==> src/rtl/multiply_iter_if.sv <==
// ---------------------------------------------------------------------------
// multiply_iter_if
// Request/response bundle for the iterative multiplier.
//   master : requester side (drives operands, stb, kill; sees busy/ack/o)
//   slave  : multiplier side
// Signals:
//   a, b         operands, sampled by the multiplier on its accept edge
//   a_signed     a is two's complement
//   b_signed     b is two's complement
//   hi           select upper (1) or lower (0) half of the 2W-bit product
//   stb          request, accepted only while the unit is not busy
//   kill         squash the operation in flight (no ack follows)
//   busy         operation in flight
//   ack          one-cycle result pulse
//   o            selected result half, held until the next ack
// ---------------------------------------------------------------------------
interface multiply_iter_if #(
    parameter int W = 32
);
    logic [W-1:0] a;
    logic [W-1:0] b;
    logic         a_signed;
    logic         b_signed;
    logic         hi;
    logic         stb;
    logic         kill;
    logic         busy;
    logic         ack;
    logic [W-1:0] o;

    modport master (
        output a, b, a_signed, b_signed, hi, stb, kill,
        input  busy, ack, o
    );

    modport slave (
        input  a, b, a_signed, b_signed, hi, stb, kill,
        output busy, ack, o
    );
endinterface

==> src/rtl/multiply_iter.sv <==
// ---------------------------------------------------------------------------
// multiply_iter
// Iterative W x W -> 2W integer multiplier covering MUL / MULH / MULHSU /
// MULHU. Operands are reduced to unsigned magnitudes on accept, R multiplier
// bits are retired per cycle into a 2W-bit accumulator, and the sign is
// re-applied on the final iteration before the requested half is registered.
//
// Ports:
//   clk   clock
//   rst   synchronous, active-high reset
//   bus   multiply_iter_if.slave (operands, stb/kill in; busy/ack/o out)
//
// state | meaning
// ------+-----------------------------------------------------------------
// IDLE  | waiting for stb; busy=0, ack=0
// RUN   | retiring R multiplier bits per edge; busy=1
// DONE  | result cycle; ack=1, o valid; a new stb is accepted here
// ---------------------------------------------------------------------------
module multiply_iter #(
    parameter int W = 32,
    parameter int R = 4
) (
    input  logic                clk,
    input  logic                rst,
    multiply_iter_if.slave      bus
);

    localparam int N  = W / R;
    localparam int CW = (N > 1) ? $clog2(N) : 1;
    localparam logic [CW-1:0] CNT_LAST = CW'(N - 1);

    generate
        if (W < 2 || R < 1 || R > W || (W % R) != 0) begin : g_bad_params
            $error("multiply_iter: need W >= 2, 1 <= R <= W and W %% R == 0");
        end
    endgenerate

    typedef enum logic [1:0] {
        IDLE = 2'd0,
        RUN  = 2'd1,
        DONE = 2'd2
    } state_t;

    state_t          state;
    logic [W-1:0]    mag_a;
    logic [W-1:0]    mag_b;
    logic            neg;
    logic            hi_q;
    logic [CW-1:0]   cnt;
    logic [2*W-1:0]  acc;
    logic            busy_q;
    logic            ack_q;
    logic [W-1:0]    o_q;

    // Operand conditioning on the request side.
    logic            a_neg;
    logic            b_neg;
    logic [W-1:0]    a_mag;
    logic [W-1:0]    b_mag;

    // Iteration datapath.
    logic [R-1:0]    digit;
    logic [2*W-1:0]  partial;
    logic [2*W-1:0]  acc_next;
    logic [2*W-1:0]  prod;
    logic [W-1:0]    mag_b_shr;
    logic            last;
    logic            accept;

    always_comb begin
        a_neg = bus.a_signed & bus.a[W-1];
        b_neg = bus.b_signed & bus.b[W-1];
        // -(-2^(W-1)) wraps to 2^(W-1), which is the correct unsigned magnitude.
        a_mag = a_neg ? -bus.a : bus.a;
        b_mag = b_neg ? -bus.b : bus.b;
    end

    always_comb begin
        digit    = mag_b[R-1:0];
        partial  = ({{W{1'b0}}, mag_a} * {{(2*W-R){1'b0}}, digit}) << (R * int'(cnt));
        acc_next = acc + partial;
        prod     = neg ? -acc_next : acc_next;
        last     = (cnt == CNT_LAST);
        accept   = bus.stb & ~bus.kill;
    end

    // Consumed multiplier bits are shifted out; with R == W everything goes.
    generate
        if (R < W) begin : g_shr
            assign mag_b_shr = {{R{1'b0}}, mag_b[W-1:R]};
        end else begin : g_shr_all
            assign mag_b_shr = '0;
        end
    endgenerate

    always_ff @(posedge clk) begin
        if (rst) begin
            state  <= IDLE;
            mag_a  <= '0;
            mag_b  <= '0;
            neg    <= 1'b0;
            hi_q   <= 1'b0;
            cnt    <= '0;
            acc    <= '0;
            busy_q <= 1'b0;
            ack_q  <= 1'b0;
            o_q    <= '0;
        end else if (bus.kill) begin
            // Kill beats everything, including a pending completion or accept.
            state  <= IDLE;
            cnt    <= '0;
            busy_q <= 1'b0;
            ack_q  <= 1'b0;
        end else begin
            case (state)
                IDLE, DONE: begin
                    ack_q <= 1'b0;
                    if (accept) begin
                        mag_a  <= a_mag;
                        mag_b  <= b_mag;
                        neg    <= a_neg ^ b_neg;
                        hi_q   <= bus.hi;
                        acc    <= '0;
                        cnt    <= '0;
                        busy_q <= 1'b1;
                        state  <= RUN;
                    end else begin
                        state  <= IDLE;
                    end
                end
                RUN: begin
                    acc   <= acc_next;
                    mag_b <= mag_b_shr;
                    if (last) begin
                        cnt    <= '0;
                        o_q    <= hi_q ? prod[2*W-1:W] : prod[W-1:0];
                        busy_q <= 1'b0;
                        ack_q  <= 1'b1;
                        state  <= DONE;
                    end else begin
                        cnt    <= cnt + CW'(1);
                    end
                end
                default: begin
                    state  <= IDLE;
                    busy_q <= 1'b0;
                    ack_q  <= 1'b0;
                end
            endcase
        end
    end

    assign bus.busy = busy_q;
    assign bus.ack  = ack_q;
    assign bus.o    = o_q;

endmodule

==> src/flat_wrapper.sv <==
// flat-port wrapper written by rule: the top's interface ports become plain ports
module multiply_iter_flat 
#(
    parameter int W = 32,
    parameter int R = 4
)
  (clk, rst, bus_a, bus_b, bus_a_signed, bus_b_signed, bus_hi, bus_stb, bus_kill, bus_busy, bus_ack, bus_o);
  multiply_iter_if #(.W(W)) bus_i ();
  input  logic clk;
  input  logic rst;
  input wire logic [$bits(bus_i.a)-1:0] bus_a;
  input wire logic [$bits(bus_i.b)-1:0] bus_b;
  input wire logic [$bits(bus_i.a_signed)-1:0] bus_a_signed;
  input wire logic [$bits(bus_i.b_signed)-1:0] bus_b_signed;
  input wire logic [$bits(bus_i.hi)-1:0] bus_hi;
  input wire logic [$bits(bus_i.stb)-1:0] bus_stb;
  input wire logic [$bits(bus_i.kill)-1:0] bus_kill;
  output wire logic [$bits(bus_i.busy)-1:0] bus_busy;
  output wire logic [$bits(bus_i.ack)-1:0] bus_ack;
  output wire logic [$bits(bus_i.o)-1:0] bus_o;
  assign bus_i.a = bus_a;
  assign bus_i.b = bus_b;
  assign bus_i.a_signed = bus_a_signed;
  assign bus_i.b_signed = bus_b_signed;
  assign bus_i.hi = bus_hi;
  assign bus_i.stb = bus_stb;
  assign bus_i.kill = bus_kill;
  assign bus_busy = bus_i.busy;
  assign bus_ack = bus_i.ack;
  assign bus_o = bus_i.o;
  multiply_iter #(.W(W), .R(R)) u_core (.clk(clk), .rst(rst), .bus(bus_i));
endmodule
==> config.mk <==
export PLATFORM = sky130hd
export DESIGN_NAME = multiply_iter_flat
export DESIGN_NICKNAME = d
export VERILOG_FILES = /design/src/rtl/multiply_iter_if.sv /design/src/rtl/multiply_iter.sv /design/src/flat_wrapper.sv
export SDC_FILE = /design/constraint.sdc
export NUM_CORES = 1
export LEC_CHECK = 0
export CORE_MARGIN = 1
export CORE_UTILIZATION = 40
export CTS_CLUSTER_SIZE = 16
export DETAILED_ROUTE_END_ITERATION = 10
export GPL_TIMING_DRIVEN = 0
export PLACE_DENSITY = 0.68
export SLEW_MARGIN = 5
export SYNTH_ARGS = -nofsm -noshare
export SYNTH_HDL_FRONTEND = slang
export SYNTH_SLANG_ARGS = --single-unit
==> constraint.sdc <==
create_clock -name clk -period 8.04 [get_ports clk]
set_clock_uncertainty 0.1 [all_clocks]
set_input_delay 2.01 -clock clk [delete_from_list [all_inputs] [get_ports clk]]
set_output_delay 2.01 -clock clk [all_outputs]
set_load 0.02 [all_outputs]
After elaboration in Yosys (flattened, before gate mapping)
Cells that the tools add are included.
{"block": "totals", "ff_bits": 169, "in_bits": 71, "output_inout_bits": 34, "wordCells": 55}
{"block": "classes", "n_reduce_logical": 10, "n_eq_ne": 5, "n_shift": 1, "mul": 1, "mux": 17, "bitwise_logic": 6, "add_sub_neg": 5}
{"op": "32-bit 2-to-1 mux", "count": 4}
{"op": "64-bit 2-to-1 mux", "count": 2}
{"op": "64-bit case mux with 2 select lines", "count": 1}
{"op": "64-bit adder", "count": 1}
{"op": "32-bit negator", "count": 2}
{"op": "64-bit negator", "count": 1}
{"op": "32-bit case mux with 2 select lines", "count": 1}
{"op": "36-bit by 5-bit << shifter with 64-bit output", "count": 1}
{"op": "32-bit by 4-bit multiplier with 36-bit output", "count": 1}
{"op": "3-bit AND reduction", "count": 3}
{"op": "3-bit 2-to-1 mux", "count": 2}
{"op": "3-bit case mux with 2 select lines", "count": 1}
{"op": "2-bit by 1-bit != test with 1-bit output (second input constant)", "count": 2}
{"op": "2-bit case mux with 2 select lines", "count": 1}
{"op": "2-bit AND reduction", "count": 2}
{"op": "2-bit OR reduction", "count": 2}
{"op": "3-bit by 1-bit adder with 3-bit output (second input constant)", "count": 1}
{"op": "1-bit AND", "count": 3}
{"op": "3-bit equality test (second input constant)", "count": 1}
{"op": "1-bit 2-to-1 mux", "count": 3}
{"op": "3-bit OR reduction", "count": 1}
{"op": "2-bit by 1-bit equality test with 1-bit output (second input constant)", "count": 1}
{"op": "2-bit equality test (second input constant)", "count": 1}
{"op": "2-bit logical NOT", "count": 1}
{"op": "other kinds (5)", "count": 6}

Longest topological paths before layout
{"block": "logic_depth", "depth_word": 6, "depth_mapped": 37, "depth_no_buf": 31}

Worst setup path after synthesis
OpenSTA, ideal clock, no wires.
{"block": "synth_path", "kind": "register to register", "from": "reg u_core.mag_b[3]", "to": "reg u_core.o_q[31] (netlist: u_core.bus.o[31])", "required_ns": 7.818, "setup_time_ns": 0.122, "path_buffers": 2, "stages_incl_launch_ff": 33, "arrival_time_ns": 8.615, "setup_slack_ns": -0.797, "path_cell_list": "dfxtp_1 > clkbuf_1 > nand2_1 > fa_1 > inv_1 > fa_1 > fa_1 > a21o_1 > a21oi_1 > o21ai_0 > a2111oi_0 > nor3_1 > or2_2 > a31o_2 > a21o_1 > a21oi_1 > xnor2_1 > mux4_2 > a21o_1 > ha_1 > a21oi_1 > o21ba_2 > o22ai_1 > nor2_1 > o31ai_1 > or2_2 > o311ai_0 > nand4b_1 > or4_1 > clkbuf_1 > o41ai_1 > nor2_1 > a221o_1"}
{"block": "synth_between", "elab_chain_cells": 6}
{"element": "start, declared", "line": "multiply_iter.sv:46", "source": "logic [W-1:0] mag_b;"}
{"element": "start signal, assigned", "line": "multiply_iter.sv:120", "source": "mag_b <= b_mag;"}
{"element": "start signal, assigned", "line": "multiply_iter.sv:133", "source": "mag_b <= mag_b_shr;"}
{"element": "32-bit by 4-bit multiplier with 36-bit output *", "line": "multiply_iter.sv:80", "source": "partial = ({{W{1'b0}}, mag_a} * {{(2*W-R){1'b0}}, digit}) << (R * int'(cnt));"}
{"element": "36-bit by 5-bit << shifter with 64-bit output *", "line": "multiply_iter.sv:80"}
{"element": "64-bit adder *", "line": "multiply_iter.sv:81", "source": "acc_next = acc + partial;"}
{"element": "64-bit negator", "line": "multiply_iter.sv:82", "source": "prod = neg ? -acc_next : acc_next;"}
{"element": "64-bit 2-to-1 mux *", "line": "multiply_iter.sv:82"}
{"element": "32-bit 2-to-1 mux *", "line": "multiply_iter.sv:136", "source": "o_q <= hi_q ? prod[2*W-1:W] : prod[W-1:0];"}
{"element": "end signal, assigned", "line": "multiply_iter.sv:136"}
{"element": "end, declared", "line": "multiply_iter.sv:53", "source": "logic [W-1:0] o_q;"}
Mark *: on every way between the ends. The rest lies on a longest branch, timed or not.
A chain may end at the register's enable or synchronous reset.

Final worst setup path
{"block": "layout_path", "from": "reg u_core.mag_b[3]", "to": "reg u_core.o_q[25] (netlist: u_core.bus.o[25])"}
Same word-level chain as after synthesis.

==> results.cfg <==
[status]
status = complete, but fails checks
violations = design-rule violations, negative setup slack

[route]
via_count = 22050
firstDrtPassIters = 11
ant_nets = 0
routed_wl_mm = 82.62
post_drt_wl_per_cell_um = 23.44
drt_iter0_drc = 1965
vias_per_cell = 6.255
drc_errors = 3

[logic_synthesis]
ys_ff_latch = 169
yosys.area_share.xor_xnor_pct = 6.586
syn-num-nets = 2900
yosysTopAreaCell = dfxtp_1
synth_top_family_by_area = compound AO/OA/AOI/OAI gates
synth_simple_gate_area_share_pct = 25.09
synthFlopType = dfxtp_1
synth_cells = 2659
yosys-top-cells-area = dfxtp_1, ha_1, fa_1
yosysTopAreaCellShare_pct = 17.67
synth_cell_type_count = 85
ys_warn_count = 0
seq_area_frac_synth_pct = 17.67
synth_edf_count = 0
async_flop_share_pct = 0
synthAdderAreaFrac_pct = 13.50
synth_area_sq_um = 19150
synth_compound_area_share_pct = 27.61
synthMuxAreaShare_pct = 2.986
avgSynthCellArea_sq_um = 7.202

[setup_path]
worstReg2RegEnd = u_core.bus.o[25]$_SDFFE_PP0P_
cp.required_ps = 8350
crit_arrival_ps = 9040
startpoint = u_core.mag_b[3]$_SDFFE_PP0P_
reg2reg_from = u_core.mag_b[3]$_SDFFE_PP0P_
cp_slowest_cell = or4_4
crit_path_max_incr_delay_ps = 630
endpoint_kind = flop
r2r_slack_ps = -690
startpoint_type = flop
worst-setup-path-type = reg2reg
critPathMaxFanout = 10
crit_top_cell = buf_4
ff2ff_path_depth = 34

[final_layout]
final_area_sq_um = 25410
register_area_sq_um = 3396
multiInputGateArea_sq_um = 17150
nFillCells = 4431
fin_util_pct = 54.24
drive_gt1_share_pct = 21.11
syn2layout_area_growth_pct = 32.70
antennaDiodeCount = 0
final_common_cell = nor2_1
finalNetCount = 3147
final_cell_mix = nor2_1, nand2_1, a21oi_1

[global_routing]
grt_pass1_vias = 20310
grt_pass1_wl_mm = 119.9
grt_usage_pct = 31.92
grt_overflow = 0
grt_antenna_before_repair = 2
grt_max_degree = 17

[clocking]
cts_sinks = 169
insertion_delay_ps = 500
cts_tree = built
cts_made_buffers = 17
htree_num_levels = 4
holdBufCountCts = 0
clk_pin_slew_worst_paths_ps = 70
root_buffer = clkbuf_16
clockBufferDepth = 2

[pwr]
power_frac_comb_pct = 34.6
switchingPower_mw = 0.9765
irDropWorstVdd_mv = 0.1449
pwr-share-seq_pct = 33.4
switching_share_pct = 36.76
p_clk_share_pct = 31.9
power-per-cell-area_nw_per_um2 = 104.5
leakagePower_nw = 10.27
p_int_mw = 1.680

[die]
core-area_sq_um = 46850
die_area_sq_um = 48750
start_util_pct = 40.87
chipHeight_um = 220.8
die_w_um = 220.8
ios = 105
rows = 79

[sta]
hold_viol = 0
tns_ps = -12740
max-slew-margin-rel_pct = 23.48
min_period_ps = 8725
setup_slack_ps = -685.4
timing.hold.ws_ps = 343.8
finalCritPeriodShare_pct = 108.5
tightest_slew_ps = 1148
slew_viol_final = 0
fmax_mhz = 114.6
rsz0062_at_grt = yes
setup_viol = 30

[placement]
place.gp.congestion = 0.9981
hpwl_mm = 63.23
port_buffers = 104
placed_area_sq_um = 21040

[run]
drv_cap = 0

[worst_hold_path]
hold_path_class = reg2reg
whs_endpoint = u_core.bus.ack$_SDFFE_PP0P_
whs_path_depth = 2
min_from = u_core.bus.ack$_SDFFE_PP0P_
[power groups by stage]
stage | Combinational [mW] | Clock [mW] | Sequential [mW]
finish | 0.920 | 0.848 | 0.889
global route | 0.966 | 0.887 | 0.890
CTS | 0.785 | 0.858 | 0.886
detailed placement | 0.647 | 0 | 0.905
global placement | 0.643 | 0 | 0.903
floorplan | 0.417 | 0 | 0.893
[registers in the layout, summed over array words and instances, names as in the netlist]
name / cells
u_core.state: 2
u_core.bus.busy: 1
u_core.bus.ack: 1
u_core.neg: 1
u_core.mag_a: 32
u_core.acc: 64
u_core.hi_q: 1
u_core.bus.o: 32
u_core.mag_b: 32
u_core.cnt: 3
[what timing repair did]
| action | in CTS | in global routing |
|---|---|---|
| gates resized for setup | 355 | 234 |
| pin swaps | 106 | 135 |
| setup endpoints to repair | 59 | 34 |
| gates cloned | 0 | 1 |
| setup buffers | 86 | 64 |
[logic make-up (layout without fill, tap and decap cells)]
group | after synthesis | after routing
simple gates | 990 | 990
compound gates | 804 | 804
buf+inv | 329 | 588
fa+ha+maj | 170 | 170
flops | 169 | 169
xor+xnor | 144 | 144
mux | 53 | 53
[worst max-delay path: cells and delay by family (launching register included)]
kind	cells	cell delay, ps
simple gates	13	3280
fa+ha+maj	4	1680
compound gates	8	1660
buf+inv	6	830
mux	2	520
flops	1	380
xor+xnor	1	190
[worst max-delay path by stage]
| stage | endpoint | slack, ps | depth (start not counted) |
|---|---|---|---|
| floorplan | u_core.bus.o[17]$_SDFFE_PP0P_ | 10 | 33 |
| global placement | u_core.bus.o[29]$_SDFFE_PP0P_ | -3320 | 31 |
| detailed placement | u_core.bus.o[26]$_SDFFE_PP0P_ | -2570 | 31 |
| CTS | u_core.bus.o[27]$_SDFFE_PP0P_ | -530 | 33 |
| global route | u_core.bus.o[21]$_SDFFE_PP0P_ | -850 | 33 |
| finish | u_core.bus.o[25]$_SDFFE_PP0P_ | -690 | 34 |
[metal layers]
layer  track usage [%]  vias to the layer above  share of wire [%]
met4             12.99                        2                4.4
met5                 0                        -              0.016
met2             52.65                     1156                 46
met3             4.893                      205                7.9
met1             41.53                    10650                 41
li1                  -                    10040                  -
[cell type report]
class                           count  share of cell area (%)
Multi-Input combinational cell   2161                   67.49
Inverter                          167                   2.467
Tap cell                          607                   2.989
Clock buffer                       18                   1.689
Buffer                            135                   2.560
Sequential cell                   169                   13.36
Clock inverter                     13                  0.5416
Timing Repair Buffer              255                   8.897
[stage by stage]
stage / instances / power [mW] / setup slack, ps
finish: 3525 / 2.657 / -685.4
global placement: 3370 / 1.546 / -3324
detailed placement: 3370 / 1.552 / -2565
global route: 3525 / 2.743 / -849.0
floorplan: 2659 / 1.310 / 10.59
CTS: 3465 / 2.530 / -530.1
[synth_stat cells (20+ instances only)]
library cell / n
a211oi_1: 61
a21o_1: 46
a21oi_1: 225
a22o_1: 23
a22oi_1: 45
a31oi_1: 23
and2_1: 127
clkbuf_1: 146
dfxtp_1: 169
fa_1: 61
ha_1: 109
inv_1: 163
mux2i_1: 38
nand2_1: 242
nand3_1: 47
nand4_1: 31
nor2_1: 302
nor3_1: 65
nor4_1: 26
o211ai_1: 23
o21a_1: 24
o21ai_0: 153
o31ai_1: 34
or2_2: 20
or3_1: 23
xnor2_1: 87
xor2_1: 57
Power figures use the tool's default switching activity.
